<file path="src/rtl/raybox_bridge_pkg.sv">
// Shared constants for the Wishbone-to-SPI frame bridge: register map, field
// positions and the frame transmitter state encoding.
package raybox_bridge_pkg;

  localparam int MAX_BITS_DEF = 80;
  localparam int LEN_W        = 7;

  localparam logic [4:0] ADR_DATA0  = 5'h00;
  localparam logic [4:0] ADR_DATA1  = 5'h04;
  localparam logic [4:0] ADR_DATA2  = 5'h08;
  localparam logic [4:0] ADR_LEN    = 5'h0C;
  localparam logic [4:0] ADR_CTRL   = 5'h10;
  localparam logic [4:0] ADR_STATUS = 5'h14;

  localparam int CTRL_TGT     = 0;
  localparam int CTRL_GO      = 1;
  localparam int CTRL_DIV_LSB = 8;
  localparam int STAT_BUSY    = 0;
  localparam int STAT_ERR     = 1;

  typedef enum logic [2:0] {
    ST_IDLE,
    ST_SETUP,
    ST_SHIFT,
    ST_HOLD,
    ST_GAP
  } tx_state_e;

endpackage

</file>
<file path="src/rtl/spi_frame_tx.sv">
// Mode-0, MSB-first SPI frame transmitter: one frame of i_len bits per start
// pulse, with every phase lasting (div+1) clocks.
module spi_frame_tx
  import raybox_bridge_pkg::*;
#(
  parameter int MAX_BITS = MAX_BITS_DEF
) (
  input  logic                i_clk,
  input  logic                i_reset_n,
  input  logic                i_start,
  input  logic [LEN_W-1:0]    i_len,
  input  logic [MAX_BITS-1:0] i_data,
  input  logic [7:0]          i_div,
  output logic                o_csb,
  output logic                o_sclk,
  output logic                o_mosi,
  output logic                o_busy
);

  tx_state_e           state_q, state_d;
  logic [7:0]          div_q, div_d, cnt_q, cnt_d;
  logic [LEN_W-1:0]    bits_q, bits_d;
  logic [MAX_BITS-1:0] shreg_q, shreg_d, loaded;
  logic                csb_q, csb_d, sclk_q, sclk_d, mosi_q, mosi_d;
  logic                half_done;

  assign half_done = (cnt_q == div_q);
  // Left-align the frame so bit LEN-1 sits at the shifter MSB.
  assign loaded    = i_data << (LEN_W'(MAX_BITS) - i_len);

  always_comb begin
    state_d = state_q;
    div_d   = div_q;
    cnt_d   = cnt_q;
    bits_d  = bits_q;
    shreg_d = shreg_q;
    csb_d   = csb_q;
    sclk_d  = sclk_q;
    mosi_d  = mosi_q;
    if (state_q != ST_IDLE) cnt_d = half_done ? '0 : cnt_q + 8'd1;
    case (state_q)
      ST_IDLE: if (i_start) begin
        state_d = ST_SETUP;
        div_d   = i_div;
        cnt_d   = '0;
        bits_d  = i_len;
        shreg_d = loaded;
        csb_d   = 1'b0;
        sclk_d  = 1'b0;
        mosi_d  = loaded[MAX_BITS-1];
      end
      ST_SETUP: if (half_done) begin
        state_d = ST_SHIFT;
        sclk_d  = 1'b1;
      end
      // The low half after the last falling edge completes before HOLD.
      ST_SHIFT: if (half_done) begin
        if (sclk_q) begin
          sclk_d  = 1'b0;
          shreg_d = shreg_q << 1;
          mosi_d  = shreg_q[MAX_BITS-2];
          bits_d  = bits_q - LEN_W'(1);
        end else if (bits_q == '0) begin
          state_d = ST_HOLD;
        end else begin
          sclk_d = 1'b1;
        end
      end
      ST_HOLD: if (half_done) begin
        state_d = ST_GAP;
        csb_d   = 1'b1;
        mosi_d  = 1'b0;
      end
      ST_GAP: if (half_done) state_d = ST_IDLE;
      default: state_d = ST_IDLE;
    endcase
  end

  always_ff @(posedge i_clk or negedge i_reset_n) begin
    if (!i_reset_n) begin
      state_q <= ST_IDLE;
      div_q   <= '0;
      cnt_q   <= '0;
      bits_q  <= '0;
      csb_q   <= 1'b1;
      sclk_q  <= 1'b0;
      mosi_q  <= 1'b0;
    end else begin
      state_q <= state_d;
      div_q   <= div_d;
      cnt_q   <= cnt_d;
      bits_q  <= bits_d;
      csb_q   <= csb_d;
      sclk_q  <= sclk_d;
      mosi_q  <= mosi_d;
    end
  end

  always_ff @(posedge i_clk) shreg_q <= shreg_d;

  assign o_csb  = csb_q;
  assign o_sclk = sclk_q;
  assign o_mosi = mosi_q;
  assign o_busy = (state_q != ST_IDLE);

endmodule

</file>
<file path="src/rtl/wb_spi_frame_bridge.sv">
// Wishbone slave register file that launches SPI frames into the renderer's
// reg or vec port; the idle port is held at csb=1, sclk=0, mosi=0.
module wb_spi_frame_bridge
  import raybox_bridge_pkg::*;
#(
  parameter int         MAX_BITS = MAX_BITS_DEF,
  parameter logic [7:0] DIV_RST  = 8'd1
) (
  input  logic        i_clk,
  input  logic        i_reset_n,
  input  logic        i_wb_cyc,
  input  logic        i_wb_stb,
  input  logic        i_wb_we,
  input  logic [4:0]  i_wb_adr,
  input  logic [31:0] i_wb_dat,
  output logic        o_wb_ack,
  output logic [31:0] o_wb_dat,
  output logic        o_reg_csb,
  output logic        o_reg_sclk,
  output logic        o_reg_mosi,
  output logic        o_vec_csb,
  output logic        o_vec_sclk,
  output logic        o_vec_mosi,
  output logic        o_busy
);

  logic             ack_q, ack_d;
  logic [31:0]      rdat_q, rdat_d, rd_mux;
  logic [31:0]      data0_q, data0_d, data1_q, data1_d;
  logic [15:0]      data2_q, data2_d;
  logic [LEN_W-1:0] len_q, len_d, len_wr;
  logic [7:0]       div_q, div_d;
  logic             tgt_q, tgt_d, tgt_act_q, tgt_act_d, err_q, err_d;
  logic             req, wr_en, busy, start;
  logic [4:0]       adr_w;
  logic [79:0]      frame;
  logic             tx_csb, tx_sclk, tx_mosi;
  logic             unused_adr;

  assign unused_adr = ^i_wb_adr[1:0];
  assign adr_w      = {i_wb_adr[4:2], 2'b00};
  assign req        = i_wb_cyc & i_wb_stb & ~ack_q;
  // Writes commit in the ack cycle so a GO acked at T starts the frame at T+1.
  assign wr_en      = i_wb_cyc & i_wb_stb & i_wb_we & ack_q;
  assign len_wr     = (i_wb_dat[LEN_W-1:0] > LEN_W'(MAX_BITS)) ? LEN_W'(MAX_BITS)
                                                               : i_wb_dat[LEN_W-1:0];
  assign frame      = {data2_q, data1_q, data0_q};

  always_comb begin
    rd_mux = '0;
    case (adr_w)
      ADR_DATA0:  rd_mux = data0_q;
      ADR_DATA1:  rd_mux = data1_q;
      ADR_DATA2:  rd_mux[15:0] = data2_q;
      ADR_LEN:    rd_mux[LEN_W-1:0] = len_q;
      ADR_CTRL: begin
        rd_mux[CTRL_TGT]          = tgt_q;
        rd_mux[CTRL_DIV_LSB +: 8] = div_q;
      end
      ADR_STATUS: begin
        rd_mux[STAT_BUSY] = busy;
        rd_mux[STAT_ERR]  = err_q;
      end
      default: rd_mux = '0;
    endcase
  end

  always_comb begin
    ack_d     = req;
    rdat_d    = (req & ~i_wb_we) ? rd_mux : '0;
    data0_d   = data0_q;
    data1_d   = data1_q;
    data2_d   = data2_q;
    len_d     = len_q;
    div_d     = div_q;
    tgt_d     = tgt_q;
    tgt_act_d = tgt_act_q;
    err_d     = err_q;
    start     = 1'b0;
    if (wr_en) begin
      if (busy && (adr_w <= ADR_CTRL)) begin
        err_d = 1'b1;
      end else begin
        case (adr_w)
          ADR_DATA0: data0_d = i_wb_dat;
          ADR_DATA1: data1_d = i_wb_dat;
          ADR_DATA2: data2_d = i_wb_dat[15:0];
          ADR_LEN:   len_d   = len_wr;
          ADR_CTRL: begin
            tgt_d = i_wb_dat[CTRL_TGT];
            div_d = i_wb_dat[CTRL_DIV_LSB +: 8];
            if (i_wb_dat[CTRL_GO]) begin
              if (len_q == '0) begin
                err_d = 1'b1;
              end else begin
                start     = 1'b1;
                tgt_act_d = i_wb_dat[CTRL_TGT];
              end
            end
          end
          ADR_STATUS: if (i_wb_dat[STAT_ERR]) err_d = 1'b0;
          default: ;
        endcase
      end
    end
  end

  always_ff @(posedge i_clk or negedge i_reset_n) begin
    if (!i_reset_n) begin
      ack_q     <= 1'b0;
      rdat_q    <= '0;
      data0_q   <= '0;
      data1_q   <= '0;
      data2_q   <= '0;
      len_q     <= '0;
      div_q     <= DIV_RST;
      tgt_q     <= 1'b0;
      tgt_act_q <= 1'b0;
      err_q     <= 1'b0;
    end else begin
      ack_q     <= ack_d;
      rdat_q    <= rdat_d;
      data0_q   <= data0_d;
      data1_q   <= data1_d;
      data2_q   <= data2_d;
      len_q     <= len_d;
      div_q     <= div_d;
      tgt_q     <= tgt_d;
      tgt_act_q <= tgt_act_d;
      err_q     <= err_d;
    end
  end

  spi_frame_tx #(.MAX_BITS(MAX_BITS)) u_tx (
    .i_clk     (i_clk),
    .i_reset_n (i_reset_n),
    .i_start   (start),
    .i_len     (len_q),
    .i_data    (frame[MAX_BITS-1:0]),
    .i_div     (div_d),
    .o_csb     (tx_csb),
    .o_sclk    (tx_sclk),
    .o_mosi    (tx_mosi),
    .o_busy    (busy)
  );

  // Target only changes at GO, while the transmitter drives idle levels.
  assign o_reg_csb  = tgt_act_q | tx_csb;
  assign o_reg_sclk = ~tgt_act_q & tx_sclk;
  assign o_reg_mosi = ~tgt_act_q & tx_mosi;
  assign o_vec_csb  = ~tgt_act_q | tx_csb;
  assign o_vec_sclk = tgt_act_q & tx_sclk;
  assign o_vec_mosi = tgt_act_q & tx_mosi;

  assign o_wb_ack = ack_q;
  assign o_wb_dat = rdat_q;
  assign o_busy   = busy;

endmodule

</file>
<file path="config.mk">
export PLATFORM = sky130hd
export DESIGN_NAME = wb_spi_frame_bridge
export DESIGN_NICKNAME = d
export VERILOG_FILES = /design/src/rtl/raybox_bridge_pkg.sv /design/src/rtl/spi_frame_tx.sv /design/src/rtl/wb_spi_frame_bridge.sv
export SDC_FILE = /design/constraint.sdc
export NUM_CORES = 1
export LEC_CHECK = 0
export ABC_AREA = 1
export BUFFER_PORTS_ARGS = -buffer_cell sky130_fd_sc_hd__buf_4
export CAP_MARGIN = 20
export CORE_MARGIN = 2
export CORE_UTILIZATION = 31
export CTS_BUF_LIST = sky130_fd_sc_hd__clkbuf_4 sky130_fd_sc_hd__clkbuf_8 sky130_fd_sc_hd__clkbuf_16
export DETAILED_ROUTE_END_ITERATION = 8
export PLACE_DENSITY = 0.46
export SYNTH_ARGS = -nofsm -noshare
export SYNTH_HDL_FRONTEND = slang
export SYNTH_SLANG_ARGS = --single-unit
export TNS_END_PERCENT = 10
</file>
<file path="constraint.sdc">
create_clock -name i_clk -period 4.6 [get_ports i_clk]
set_input_delay 0.69 -clock i_clk [delete_from_list [all_inputs] [get_ports i_clk]]
set_output_delay 0.69 -clock i_clk [all_outputs]
set_load 0.01 [all_outputs]
</file>
==> impl_metrics.tcl <==
set metrics [dict create \
    crit_arrival_ps 3820 \
    dp_hpwl_um 41000 \
    finalMaxSlewViolations 0 \
    path_clk_slew_ps 60 \
    drt-total-wl_um 57600 \
    cts_max_level 1 \
    synth_flop_cell "dfrtp_1" \
    drv_cap 0 \
    critPathCapture "u_tx.shreg_q[36]" \
    reg2reg_depth 12 \
    worst_pin_slew_ps 962 \
    end_kind "flip-flop" \
    cts-resized-gates 0 \
    grtUsageMet1_pct 33.1 \
    crit_type "flip-flop to flip-flop" \
    fin_skew_ps 21.2 \
    multiInputGateArea_sq_um 7730 \
    intPower_w 0.00541 \
    reg2reg_to "u_tx.shreg_q[36]" \
    path_cells "inv_4, buf_4, nand2_1, nand2_1, nand2_2, inv_2, buf_4, nand3_1, nand3_1, nand2_1, o21ai_0, nand2_1" \
    grt_first_pass_wirelength_um 88200 \
    worst_path_largest_cell_delay_ps 580 \
    synth_nets 2170 \
    synthArstFlopShare_pct 66.9 \
    core-area_sq_um 48800 \
    synth_common_cells "nand2_1, nand3_1, o21ai_0" \
    postCtsSetupBuffers 0 \
    ys_seq_elements 239 \
    synth_edf_count 79 \
    gp_congestion 0.914 \
    startpoint_type "flip-flop" \
    grt_start_max_net_pins 95 \
    synth.distinct_cells 52 \
    dr.pass1.iters 5 \
    synth_top_area_share_pct 25.9 \
    setup_violations 0 \
    layout_setup_ws_ps 1100 \
    switching_power_w 0.00410 \
    yosysWarnings 0 \
    use_met3_pct 2.80 \
    yosysSeqAreaShare_pct 41.7 \
    sw_frac_of_total_pct 43.1 \
    syn_inst 2125 \
    status "complete, no violations" \
    vias_per_cell 5.38 \
    setup_tns_ps 0 \
    ant_nets 0 \
    path_depth 12 \
    syn_avg_cell_area_sq_um 7.20 \
    drive_gt1_share_pct 10.0 \
    cts_buffers 30 \
    first_iter_violations 1630 \
    pre_cts_ws_ps 1080 \
    vdd_drop_max_mv 0.323 \
    insertion_delay_ps 590 \
    grtUsageTotal_pct 22.6 \
    grt.overflow.total 0 \
    synth.most_common_cell "nand2_1" \
    hp-class "primary input to async pin" \
    crit_required_ps 4920 \
    critPathMostFrequentCell "nand2_1" \
    dieArea_sq_um 51100 \
    num_antenna_cells 0 \
    yosysTopAreaCell "dfrtp_1" \
    top_usage_layer "met2" \
    drc 0 \
    via_count 15115 \
    sequentialPowerShare_pct 33.5 \
    cts.sinks 239 \
    die_h_um 226 \
    wl_per_cell_um 20.5 \
    fin_crit_ps 3500 \
    grt_setup_unrepaired "false" \
    crit_start "len_q[0]" \
    cts.path.max_buffers 3 \
    cp_max_fo 68 \
    synth.area.top_cells "dfrtp_1, nand3_1, edfxtp_1" \
    clock-root-buffer "clkbuf_16" \
    die_x_um 226 \
    cts_tree "built" \
    port-buffer-count 79 \
    met2_usage_pct 34.5 \
    start_util_pct 31.3 \
    layout.nets 2168 \
    critical-path-top-delay-family "buffers and inverters" \
    hold_buffers 0 \
    critical_path.slowest_cell "buf_4" \
    syn_area_sq_um 15300 \
    final.period_utilization_pct 76.2 \
    hold_violations 0 \
    fmax_mhz 285 \
    nFillCells 5312 \
    rr_startpoint "len_q[0]" \
    crit_buf_inv 4 \
    num_rows 81 \
    ff_latch_area_sq_um 6380 \
    clkPwrFrac_pct 25.2 \
    antenna_found_initial 1 \
    comb_power_share_pct 41.2 \
    leakage_nw 7.47 \
    io_pins 82 \
    powerDensity_nw_per_um2 548 \
    regToRegSetupSlack_ps 1100 \
    syn2layout_area_growth_pct 13.5 \
    grt_pass1_vias 14187 \
    max_slew_margin_pct 35.7 \
]
==> flip-flops by register name, summed over array words and instances, names as in the netlist, 8 cells and up <==
signal / cells
u_tx.cnt_q: 8
data2_q: 16
data1_q: 32
o_wb_dat: 32
u_tx.div_q: 8
div_q: 8
data0_q: 32
u_tx.shreg_q: 79
==> per-layer routing <==
layer / wire length, um / share of wire (%)
met5: 13 / 0.023
met4: 1850 / 3.2
met3: 3300 / 5.7
met2: 25300 / 44
met1: 27100 / 47
==> logic make-up (layout without fill, tap and decap cells) <==
| group | Yosys count | after routing | synth area share, % |
|---|---|---|---|
| multiplexers | 1 | 1 | 0.0655 |
| adder cells (fa/ha/maj) | 3 | 3 | 0.245 |
| XOR/XNOR | 9 | 9 | 0.614 |
| AO/OA/AOI/OAI | 368 | 368 | 14.0 |
| AND/OR/NAND/NOR | 1228 | 1228 | 35.4 |
| flip-flops | 239 | 239 | 41.7 |
| buffers and inverters | 277 | 297 | 7.93 |
==> through the flow <==
stage,utilization (%),instances,power [W],instance area (sq um),hold WS [ps]
floorplan,-,2125,0.00580,15300,394
global placement,33.4,2752,0.00707,16300,469
detailed placement,33.4,2752,0.00710,16300,475
CTS,35.4,2806,0.00953,17300,184
global route,35.5,2809,0.0101,17400,218
finish,35.5,2809,0.00951,17400,144
==> cell type report <==
type,count,share of cell area (%)
Multi-Input combinational cell,1609,44.5
Timing Repair Buffer,112,5.30
Clock buffer,41,4.91
Clock inverter,13,0.865
Tap cell,664,4.79
Inverter,131,2.86
Sequential cell,239,36.7
==> cell usage in the layout (no fill, tap or decap), drive strengths merged <==
cell type,netlist,layout
buf,88,111
o22ai,12,12
bufinv,0,2
mux2i,1,1
a31oi,5,5
inv,131,134
a211oi,1,1
o41ai,1,1
ha,3,3
a221oi,13,13
xnor2,1,1
nand4,11,11
a22o,14,14
nand3,502,502
o21ai,203,203
nand3b,1,1
dfstp,2,2
clkbuf,58,42
a21oi,61,61
nor4,2,2
edfxtp,79,79
o211ai,44,44
o2111ai,1,1
nand2,629,629
nor2,63,63
dfrtp,158,158
a32o,7,7
and2,4,4
clkinv,0,8
or2,5,5
xor2,8,8
a22oi,1,1
o21a,3,3
nor3,11,11
a21boi,2,2
==> power groups by stage <==
stage | clock (W) | sequential, W | combinational [W]
after floorplan | 0 | 0.00313 | 0.00267
after global placement | 0 | 0.00321 | 0.00386
after detailed placement | 0 | 0.00321 | 0.00389
after CTS | 0.00245 | 0.00319 | 0.00389
after global routing | 0.00254 | 0.00324 | 0.00434
final | 0.00240 | 0.00319 | 0.00392
==> worst reg2reg max path: stages, from the launching register on <==
cell,delay [ps]
dfrtp_2,500
inv_4,80
buf_4,580
nand2_1,120
nand2_1,100
nand2_2,80
inv_2,540
buf_4,390
nand3_1,160
nand3_1,130
nand2_1,110
o21ai_0,360
nand2_1,90
==> worst min path at each step <==
| stage | cells past startpoint | endpoint | start | slack, ps |
|---|---|---|---|---|
| floorplan | 0 | data0_q[0] | i_reset_n | 390 |
| global placement | 2 | err_q | err_q | 470 |
| detailed placement | 2 | div_q[3] | div_q[3] | 470 |
| CTS | 1 | u_tx.div_q[4] | i_reset_n | 180 |
| global route | 1 | u_tx.div_q[4] | i_reset_n | 220 |
| finish | 1 | u_tx.div_q[4] | i_reset_n | 140 |
Note: power is estimated with default switching activity, not from simulation.
